--- src/rtl/cache_fill_fsm.sv ---
// cache_fill_fsm
// Miss-handling controller between a direct-mapped cache and a 16-bit
// pipelined main memory. On a miss it issues eight back-to-back word reads
// covering the 16-byte block, writes each returned word into the data array
// in arrival order, strobes the tag array with the last word, then pulses
// fill_done for one cycle before returning to IDLE.

module cache_fill_fsm #(
  parameter int ADDR_WIDTH = 16
) (
  input  logic                  clk,
  input  logic                  rst_n,
  input  logic                  miss_detected,
  input  logic [ADDR_WIDTH-1:0] miss_address,
  input  logic                  memory_data_valid,
  input  logic [15:0]           memory_data,
  output logic                  fsm_busy,
  output logic                  mem_enable,
  output logic [ADDR_WIDTH-1:0] memory_address,
  output logic                  write_data_array,
  output logic [2:0]            word_offset,
  output logic [15:0]           cache_wdata,
  output logic                  write_tag_array,
  output logic                  fill_done
);

  typedef enum logic [1:0] {
    IDLE = 2'd0,
    FILL = 2'd1,
    DONE = 2'd2
  } state_t;

  state_t                state;
  logic [ADDR_WIDTH-1:0] base;       // 16-byte aligned block address
  logic [3:0]            issue_cnt;  // requests issued so far, saturates at 8
  logic [2:0]            ret_cnt;    // words returned so far (wraps after 8th)

  logic                  issuing;
  logic                  returning;

  // The byte offset within the block never matters: the whole block is fetched.
  logic                  unused_offset_bits;
  assign unused_offset_bits = ^miss_address[3:0];

  // Issue stops once all eight requests are out; returns count only in FILL.
  assign issuing   = (state == FILL) && !issue_cnt[3];
  assign returning = (state == FILL) && memory_data_valid;

  // State, block base and both counters. Issue and return sides advance
  // independently so returns may overlap with outstanding requests.
  // NOTE: every register here is assigned with <= so all of them sample the
  // pre-edge values; blocking = would let later statements see updated state.
  always_ff @(posedge clk or negedge rst_n) begin
    if (!rst_n) begin
      state     <= IDLE;
      base      <= '0;
      issue_cnt <= '0;
      ret_cnt   <= '0;
    end else begin
      case (state)
        IDLE: begin
          if (miss_detected) begin
            base      <= {miss_address[ADDR_WIDTH-1:4], 4'b0000};
            issue_cnt <= '0;
            ret_cnt   <= '0;
            state     <= FILL;
          end
        end
        FILL: begin
          if (issuing) begin
            issue_cnt <= issue_cnt + 4'd1;
          end
          if (returning) begin
            ret_cnt <= ret_cnt + 3'd1;
            if (ret_cnt == 3'd7) begin
              state <= DONE;
            end
          end
        end
        DONE: begin
          state <= IDLE;
        end
        default: begin
          state <= IDLE;
        end
      endcase
    end
  end

  // Output decode: request side from registered state only, write side
  // qualified by the incoming valid.
  // NOTE: each output gets a default before the conditional assignments so
  // no path leaves it unassigned, which would otherwise infer a latch.
  always_comb begin
    fsm_busy         = 1'b0;
    mem_enable       = 1'b0;
    memory_address   = '0;
    write_data_array = 1'b0;
    word_offset      = '0;
    write_tag_array  = 1'b0;
    fill_done        = 1'b0;
    cache_wdata      = memory_data;

    if (state == FILL || state == DONE) begin
      fsm_busy = 1'b1;
    end
    if (state == DONE) begin
      fill_done = 1'b1;
    end
    if (issuing) begin
      mem_enable     = 1'b1;
      memory_address = base + {{(ADDR_WIDTH-4){1'b0}}, issue_cnt[2:0], 1'b0};
    end
    if (returning) begin
      write_data_array = 1'b1;
      word_offset      = ret_cnt;
      write_tag_array  = (ret_cnt == 3'd7);
    end
  end

endmodule

--- config.mk ---
export PLATFORM = sky130hd
export DESIGN_NAME = cache_fill_fsm
export DESIGN_NICKNAME = d
export VERILOG_FILES = /design/src/rtl/cache_fill_fsm.sv
export SDC_FILE = /design/constraint.sdc
export NUM_CORES = 1
export LEC_CHECK = 0
export ABC_AREA = 1
export ABC_CLOCK_PERIOD_IN_PS = 3900
export BUFFER_PORTS_ARGS = -buffer_cell sky130_fd_sc_hd__buf_4
export CORE_MARGIN = 10
export CORE_UTILIZATION = 47
export DETAILED_ROUTE_END_ITERATION = 6
export PLACE_DENSITY = 0.85
export SYNTH_ARGS = -nofsm -noshare
export SYNTH_HDL_FRONTEND = slang
export SYNTH_SLANG_ARGS = --single-unit
--- constraint.sdc ---
create_clock -name clk -period 3.9 [get_ports clk]
set_input_delay 0.585 -clock clk [delete_from_list [all_inputs] [get_ports clk]]
set_output_delay 0.585 -clock clk [all_outputs]
set_load 0.01 [all_outputs]
After elaboration in Yosys (flattened, before gate mapping):

Cells that the tools add are included.

* register bits after elaboration: 21
* bits of input ports: 36
* output and inout bits: 40

* reductions and logical operators: 10
* add/sub/neg operators: 3
* muxes and demuxes: 17
* equal/unequal tests: 7

Operator list (number)
* adder 16 x 4 -> 16 bit: 1
* two-way mux 16 bit: 1
* two-way mux 3 bit: 3
* AND reduction 3 bit: 3
* two-way mux 4 bit: 2
* case mux 4 bit (2 select lines): 1
* two-way mux 2 bit: 3
* inequality test 2 bit (second input constant): 3
* case mux 3 bit (2 select lines): 1
* two-way mux 1 bit: 5
* adder 4 x 1 -> 4 bit (second input constant): 1
* case mux 2 bit (2 select lines): 1
* adder 3 x 1 -> 3 bit (second input constant): 1
* equality test 3 bit (second input constant): 1
* equality test 2 x 1 -> 1 bit (second input constant): 1
* equality test 2 bit (second input constant): 1
* logical AND 1 bit: 2
* zero test 2 bit: 1
* inequality test 2 x 1 -> 1 bit (second input constant): 1
* AND reduction 2 bit: 1
* nonzero test 2 bit: 1
* zero test 1 bit: 1
* logical OR 1 bit: 1

Logic depth before layout (Yosys ltp):

Gate-level depths: netlist of the first run.

* depth after elaboration: 4
* mapped depth: 9
* depth with buffers taken out: 9

Least setup slack after synthesis of the first run:

No wires, ideal clock.

* path type: register to output
* start point: register state[1]
* end point: output memory_address[10]
* required time: 3315 ps
* setup slack: 2146 ps
* path buffers: 1
* cell stages (with the launch flop): 6
* arrival: 1169 ps
* cell sequence: dfrtp_1 > inv_1 > ha_1 > nand2_2 > buf_2 > nor2_1

* cells in the longest elaborated chain, start to end: 3

Ends and longest elaborated chain
* start, declared: line 33 `state_t state;`
* start signal, assigned: line 55 `state <= IDLE;`
* start signal, assigned: line 66 `state <= FILL;`
* start signal, assigned: line 76 `state <= DONE;`
* equality test 2 x 1 -> 1 bit: line 46 `assign issuing = (state == FILL) && !issue_cnt[3];`
* logical AND 1 bit: line 46
* two-way mux 16 bit: line 110 `if (issuing) begin`
* end, declared: line 19 `output logic [ADDR_WIDTH-1:0] memory_address,`

Every way passes these cells.

Final worst setup path of the first run:

* start point: register state[1]
* end point: output memory_address[3]

The elaborated chain is that of the path after synthesis.

==> results of run 1 <==
==> worst max-delay path: cells and delay by family (launching register included) <==
family	cells	cell delay [ps]
AND/OR/NAND/NOR	2	430
buffers and inverters	2	270
adder cells (fa/ha/maj)	1	260
flip-flops	1	390
==> path summary, 6_finish.rpt <==
check	end	from	slack [ps]
min reg2reg	base[11]$_DFFE_PN0P_	base[11]$_DFFE_PN0P_	520
min	base[6]$_DFFE_PN0P_	rst_n	140
max	memory_address[3]	state[1]$_DFFE_PN0P_	1660
min in group clk	base[15]$_DFFE_PN0P_	miss_address[15]	520
max reg2reg	base[5]$_DFFE_PN0P_	state[0]$_DFFE_PN0P_	2410
max in group asynchronous	ret_cnt[0]$_DFFE_PN0P_	rst_n	3550
==> flip-flops by register name (all words and copies together) (netlist names) <==
register and flops:
issue_cnt 4, state 2, base 12, ret_cnt 3
==> per-stage QoR <==
step	total power, mW	hold slack (ps)	std cells	area [sq um]	setup slack (ps)
finish	1.09	137	218	1500	1660
CTS	1.11	137	218	1500	1630
floorplan	0.799	289	165	1300	2150
global route	1.20	132	218	1500	1490
detailed placement	1.00	488	214	1470	1990
global placement	0.985	486	214	1470	2010
==> power groups by stage <==
stage,Clock (mW),Sequential (mW),Combinational (mW)
2_1_floorplan,0,0.345,0.454
4_1_cts,0.112,0.351,0.649
3_5_place_dp,0,0.356,0.646
3_3_place_gp,0,0.352,0.633
5_1_grt,0.123,0.363,0.714
6_report,0.106,0.350,0.635
==> cell families after synthesis <==
family / Yosys count
adder cells (fa/ha/maj): 8
AO/OA/AOI/OAI: 19
AND/OR/NAND/NOR: 66
other: 1
flip-flops: 21
buffers and inverters: 49
XOR/XNOR: 1
==> area by class of cell <==
class | count | area share, %
clock buffers | 3 | 1.50
clock inverters | 1 | 0.334
inverters | 29 | 7.26
multi-input cells | 95 | 34.2
flip-flops and latches | 21 | 35.1
well taps | 31 | 2.59
repair buffers | 38 | 19.0
==> cell usage after synthesis, drive strengths merged <==
cell type	count	area share (%)
dfrtp	21	40
ha	8	7.7
xnor2	1	0.67
conb	1	0.29
nand3	2	0.77
o21ai	5	2.2
buf	20	12
nand2	28	11
nor2	35	11
inv	29	8.4
nand4	1	0.48
a21oi	12	4.6
a31oi	1	0.48
o21bai	1	0.58
==> per-layer routing <==
metal  GRT usage [%]  routed length (um)  vias up  share of wire (%)
met3            3.27                 157        2                6.2
met4            4.64                  12        0               0.47
li1                -                   -      517                  -
met2            16.4                1290       19                 51
met5               0                   0        -                  0
met1            11.0                1090      450                 43
==> flow_summary.toml, run 1 <==
[grt]
wire_length_of_the_first_global_routing_pass_um = 4230
antenna_found_initial = 0
gr-usage-all-layers_pct = 9.81
grt_start_max_net_pins = 25
number_of_global_route_vias_before_repair = 949
global_route.overflow_total = 0

[drt]
vias_per_cell = 4.53
wl_per_cell_um = 11.7
drc = 0
route.final.wire_length_um = 2540
drtIter0Drc = 53
detailedRoute.firstPassIterationCount = 4
detail-route-antenna-nets = 0
dr_total_vias = 988

[synthesis]
synthDistinctLibCells = 23
dominant_combinational_cell_family_by_area_after_synthesis = "simple AND/OR/NAND/NOR gates"
ys.warnings.count = 0
post_synth.cell_area_avg_sq_um = 7.89
synth_simple_gate_area_share_pct = 22.9
synth_compound_area_share_pct = 7.88
yosys-mux-area-fraction_pct = 0
post_synth_xor_area_fraction_pct = 0.672
syn_nets = 209
ys_seq_elements = 21
synth_adder_area_share_pct = 7.68
netlist_instances = 165
netlist_area_sq_um = 1300
synth_seq_area_share_pct = 40.3

[clocking]
number_of_buffers_created_by_cts = 3
worstSkewPairLatency_ps = 300
clockBufferDepth = 2
cts_max_level = 1
cts_hold_repair.buffers = 0
clock_tree_from_tritoncts = "done"
post_cts.repair.setup_buffers = 0
cts_root_buffer = "clkbuf_4"
clk_pin_slew_ps = 120
cts_resized = 0
sinks_on_clock_net = 21

[setup_path]
critical_path.max_stage_delay_ps = 390
critical-path-slowest-cell = "dfrtp_1"
arrival_ps = 1650
required_ps = 3310
worst-r2r-cell-count = 5
crit_chain = "inv_1, ha_1, nand2_2, nor2_1, buf_4"
worst_setup_path_start_kind = "register"
critical_path_class = "reg -> out"
cp_endpoint_kind = "primary output"
cp_max_fanout = 17

[die]
placement_rows = 19
initial_cell_density_of_the_core_pct = 48.1
top_level_pins = 76
core_sq_um = 2710
die_h_um = 72.6
fp.dieArea_sq_um = 5280
die_width_um = 72.6

[finish]
num_antenna_cells = 0
number_of_nets_at_the_end_of_the_flow = 232
final_cell_mix = "38 x buf_4, 33 x nor2_1, 28 x inv_1, 21 x dfrtp_1, 18 x nand2_1"
drive_above_1_share_pct = 29.9
layout.cells.most_common = "buf_4"
num-fill-cells = 272
finish.utilization_pct = 55.3
multi_input_area_sq_um = 513
area.growth.synth_to_final_pct = 15.1
sequential_cell_area_sq_um = 526

[sta]
final.period_utilization_pct = 57.4
min_period_ps = 2240
maxSlewViolCount = 0
totalNegativeSetupSlack_ps = 0
finClkSkew_ps = 3.43
hold_viol_final = 0
max_freq_mhz = 447
final-setup-viol-count = 0
grt_setup_unrepaired = "false"

[power]
power.sequential.fraction_pct = 32.1
share_clk_of_total_power_pct = 9.7
power.leakage_nw = 0.851
power.ir.vdd_worst_uv = 542
p_int_mw = 0.601
switching_power_mw = 0.491
switching_share_of_total_power_pct = 45.0
power_density_nw_per_um2 = 728
combinationalPowerShare_pct = 58.2

[placement]
hpwl_um = 1970
port_buffers = 38
finalWeightedCongestion = 0.728

[run_status]
run_status = "complete, no violations"

[flow_run]
cap_viol_max_count = 0

[worst_hold_path]
timing.hold.worst.class = "in -> async"
(Power assumes the default switching activity.)
==> run 2, diff against run 1 <==
==> config.mk (replaced) <==
export PLATFORM = sky130hd
export DESIGN_NAME = cache_fill_fsm
export DESIGN_NICKNAME = d
export VERILOG_FILES = /design/src/rtl/cache_fill_fsm.sv
export SDC_FILE = /design/constraint.sdc
export NUM_CORES = 1
export LEC_CHECK = 0
export ABC_AREA = 0
export ABC_CLOCK_PERIOD_IN_PS = 2120
export BUFFER_PORTS_ARGS = -buffer_cell sky130_fd_sc_hd__buf_4
export CORE_MARGIN = 10
export CORE_UTILIZATION = 43
export DETAILED_ROUTE_END_ITERATION = 6
export PLACE_DENSITY = 0.79
export SYNTH_ARGS = -nofsm -noshare
export SYNTH_HDL_FRONTEND = slang
export SYNTH_SLANG_ARGS = --single-unit
==> constraint.sdc (replaced) <==
create_clock -name clk -period 2.12 [get_ports clk]
set_input_delay 0.318 -clock clk [delete_from_list [all_inputs] [get_ports clk]]
set_output_delay 0.318 -clock clk [all_outputs]
set_load 0.01 [all_outputs]
==> run 2 against run 1 <==
- worst setup slack got worse by 1500 ps
- global-route usage grew 0.15 points
- non-clock buffer count is 1 higher
- clock skew is 9.0 ps higher
- final area increased by 2.6%
- clock power rose by 85%
- register-to-register slack lost 2100 ps
- combinational power is 81% higher
- sequential share of layout area shrank 0.88 points
- die area increased by 7.3%
- highest routed layer unchanged
==> flow_summary.toml, run 2 <==
[setup_path]
cp_max_fanout = 16
cp_endpoint_kind = "primary output"
cpLargestDelayFamily = "flip-flops"
worst_setup_path_start_kind = "register"
critical_path.max_stage_delay_ps = 430
arrival_ps = 1650
required_ps = 1800
critical_path_buffer_and_inverter_count = 2
crit_chain = "inv_1, ha_4, and2b_4, and2_1, buf_4"
critical-path-slowest-cell = "dfrtp_1"
critical_path_class = "reg -> out"

[finish]
layout.cells.most_common = "buf_4"
top_regs = "base x12, issue_cnt x4, ret_cnt x3"
registers.top_by_ff_count = "base"
largest_register_ff_count = 12
final_cell_mix = "38 x buf_4, 21 x dfrtp_1, 15 x and2_1, 11 x mux2_2, 7 x ha_1"
number_of_nets_at_the_end_of_the_flow = 186
area.growth.synth_to_final_pct = 17.2
num_antenna_cells = 0
drive_above_1_share_pct = 45.4

[flow_run]
cap_viol_max_count = 0

[clocking]
cts_root_buffer = "clkbuf_4"
sinks_on_clock_net = 21
clock_tree_from_tritoncts = "done"
post_cts.repair.setup_buffers = 0
clockBufferDepth = 2
clk_pin_slew_ps = 130
number_of_buffers_created_by_cts = 3
worstSkewPairLatency_ps = 310
cts_max_level = 1

[placement]
hpwl_um = 2270
pre_cts_slack_ps = 303
finalWeightedCongestion = 0.784
port_buffers = 38

[drt]
vias_per_cell = 5.07
drtIter0Drc = 16
wl_per_cell_um = 16.4
detailedRoute.firstPassIterationCount = 2
detail-route-antenna-nets = 0
dr_total_vias = 872
drc = 0
route.final.wire_length_um = 2820

[synthesis]
synth_compound_area_share_pct = 4.48
syn_nets = 162
ys.warnings.count = 0
netlist_top_cells_area = "dfrtp_1 40%, buf_4 9.7%, mux2_2 9.4%"
synth_seq_area_share_pct = 40.0
netlist_area_sq_um = 1310
post_synth_xor_area_fraction_pct = 0
synth_edf_count = 0
yosys-mux-area-fraction_pct = 15.4
ys_seq_elements = 21
synth.top_cells.by_count = "21 x dfrtp_1, 17 x buf_4, 15 x and2_1"
post_synth.cell_area_avg_sq_um = 11.1
dominant_combinational_cell_family_by_area_after_synthesis = "simple AND/OR/NAND/NOR gates"
synth_adder_area_share_pct = 7.63
synth_async_sr_flop_share_pct = 100
yosysMostFrequentCell = "dfrtp_1"
post-synth-top-area-cell = "dfrtp_1"
synthDistinctLibCells = 32
yosys.area.top_type_share_pct = 40.0
ys_dominant_reg_cell = "dfrtp_1"
synth_simple_gate_area_share_pct = 19.4
netlist_instances = 118

[die]
fp.dieArea_sq_um = 5660
die_width_um = 75.3
initial_cell_density_of_the_core_pct = 46.4
die_h_um = 75.3
top_level_pins = 76
placement_rows = 19
core_sq_um = 2830

[power]
power.ir.vdd_worst_uv = 684
total_power_draw_mw = 2.02
power.leakage_nw = 0.763
power_density_nw_per_um2 = 1320

[grt]
antenna_found_initial = 0
grt_start_max_net_pins = 22
gr-usage-all-layers_pct = 9.96
number_of_global_route_vias_before_repair = 960
global_route.overflow_total = 0
wire_length_of_the_first_global_routing_pass_um = 4470

[sta]
min_period_ps = 1970
postLayoutSetupSlackWorst_ps = 154
finClkSkew_ps = 12.4
final.period_utilization_pct = 92.7
hold_viol_final = 0
slew-limit-headroom_pct = 65.2
maxSlewViolCount = 0
final-setup-viol-count = 0
max_freq_mhz = 509
fin_worst_hold_slack_ps = 218
grt_setup_unrepaired = "false"
timing_worst_slew_pin_value_ps = 520
totalNegativeSetupSlack_ps = 0

[worst_hold_path]
timing.hold.worst.class = "in -> reg"

[run_status]
run_status = "complete, no violations"
[run 2: cell families (layout without fill, tap and decap cells)]
group / count (synthesis) / after routing
mux: 18 / 18
buf+inv: 25 / 48
other cells: 1 / 1
compound gates: 7 / 7
simple gates: 38 / 38
flops: 21 / 21
fa+ha+maj: 8 / 8
[run 2: power breakdown]
part           leakage (nW)  switching, mW  internal, mW
clock network        0.0150          0.123        0.0733
registers             0.259          0.103         0.572
logic                 0.488          0.517         0.634
total                 0.763          0.743          1.28
[run 2: worst reg2reg max path: stages (launching register included)]
cell and delay [ps]:
dfrtp_1 450, inv_1 110, ha_1 270, nand2_1 420, mux2_2 400
[run 2: area by class of cell]
cell class	count	area [sq um]
Inverter	5	18.8
Multi-Input combinational cell	72	633
Timing Repair Buffer	39	295
Sequential cell	21	526
Tap cell	31	38.8
Clock buffer	4	26.3
Fill cell	266	1290
[run 2: metal layers]
metal / global-route usage, % / up-vias / part of all wire [%]
met5: 0 / - / 0
li1: - / 423 / -
met3: 3.68 / 8 / 11
met2: 17.5 / 39 / 50
met1: 10.9 / 402 / 38
met4: 3.09 / 0 / 1.4
[run 2: final timing paths]
| path | slack (ps) | end | startpoint | cells past startpoint |
|---|---|---|---|---|
| max | 150 | memory_address[14] | state[1]$_DFFE_PN0P_ | 5 |
| max in group asynchronous | 1470 | base[9]$_DFFE_PN0P_ | rst_n | 2 |
| min | 220 | base[6]$_DFFE_PN0P_ | miss_address[6] | 2 |
| min reg2reg | 500 | base[6]$_DFFE_PN0P_ | base[6]$_DFFE_PN0P_ | 1 |
| max reg2reg | 350 | base[15]$_DFFE_PN0P_ | state[0]$_DFFE_PN0P_ | 4 |
| min in group asynchronous | 420 | state[0]$_DFFE_PN0P_ | rst_n | 2 |
[run 2: metrics by stage]
stage          utilization (%)  cell area [sq um]  std cells
2_1_floorplan                -               1310        118
3_3_place_gp              52.6               1490        167
3_5_place_dp              52.6               1490        167
4_1_cts                   54.0               1530        172
5_1_grt                   54.4               1540        172
6_report                  54.4               1540        172
[run 2: what timing repair did]
| action | CTS | global route |
|---|---|---|
| hold buffers | 1 | 0 |
| setup endpoints to repair | 15 | 15 |
| endpoints found under the hold margin | 21 | 0 |
| gates resized for setup | 1 | 2 |
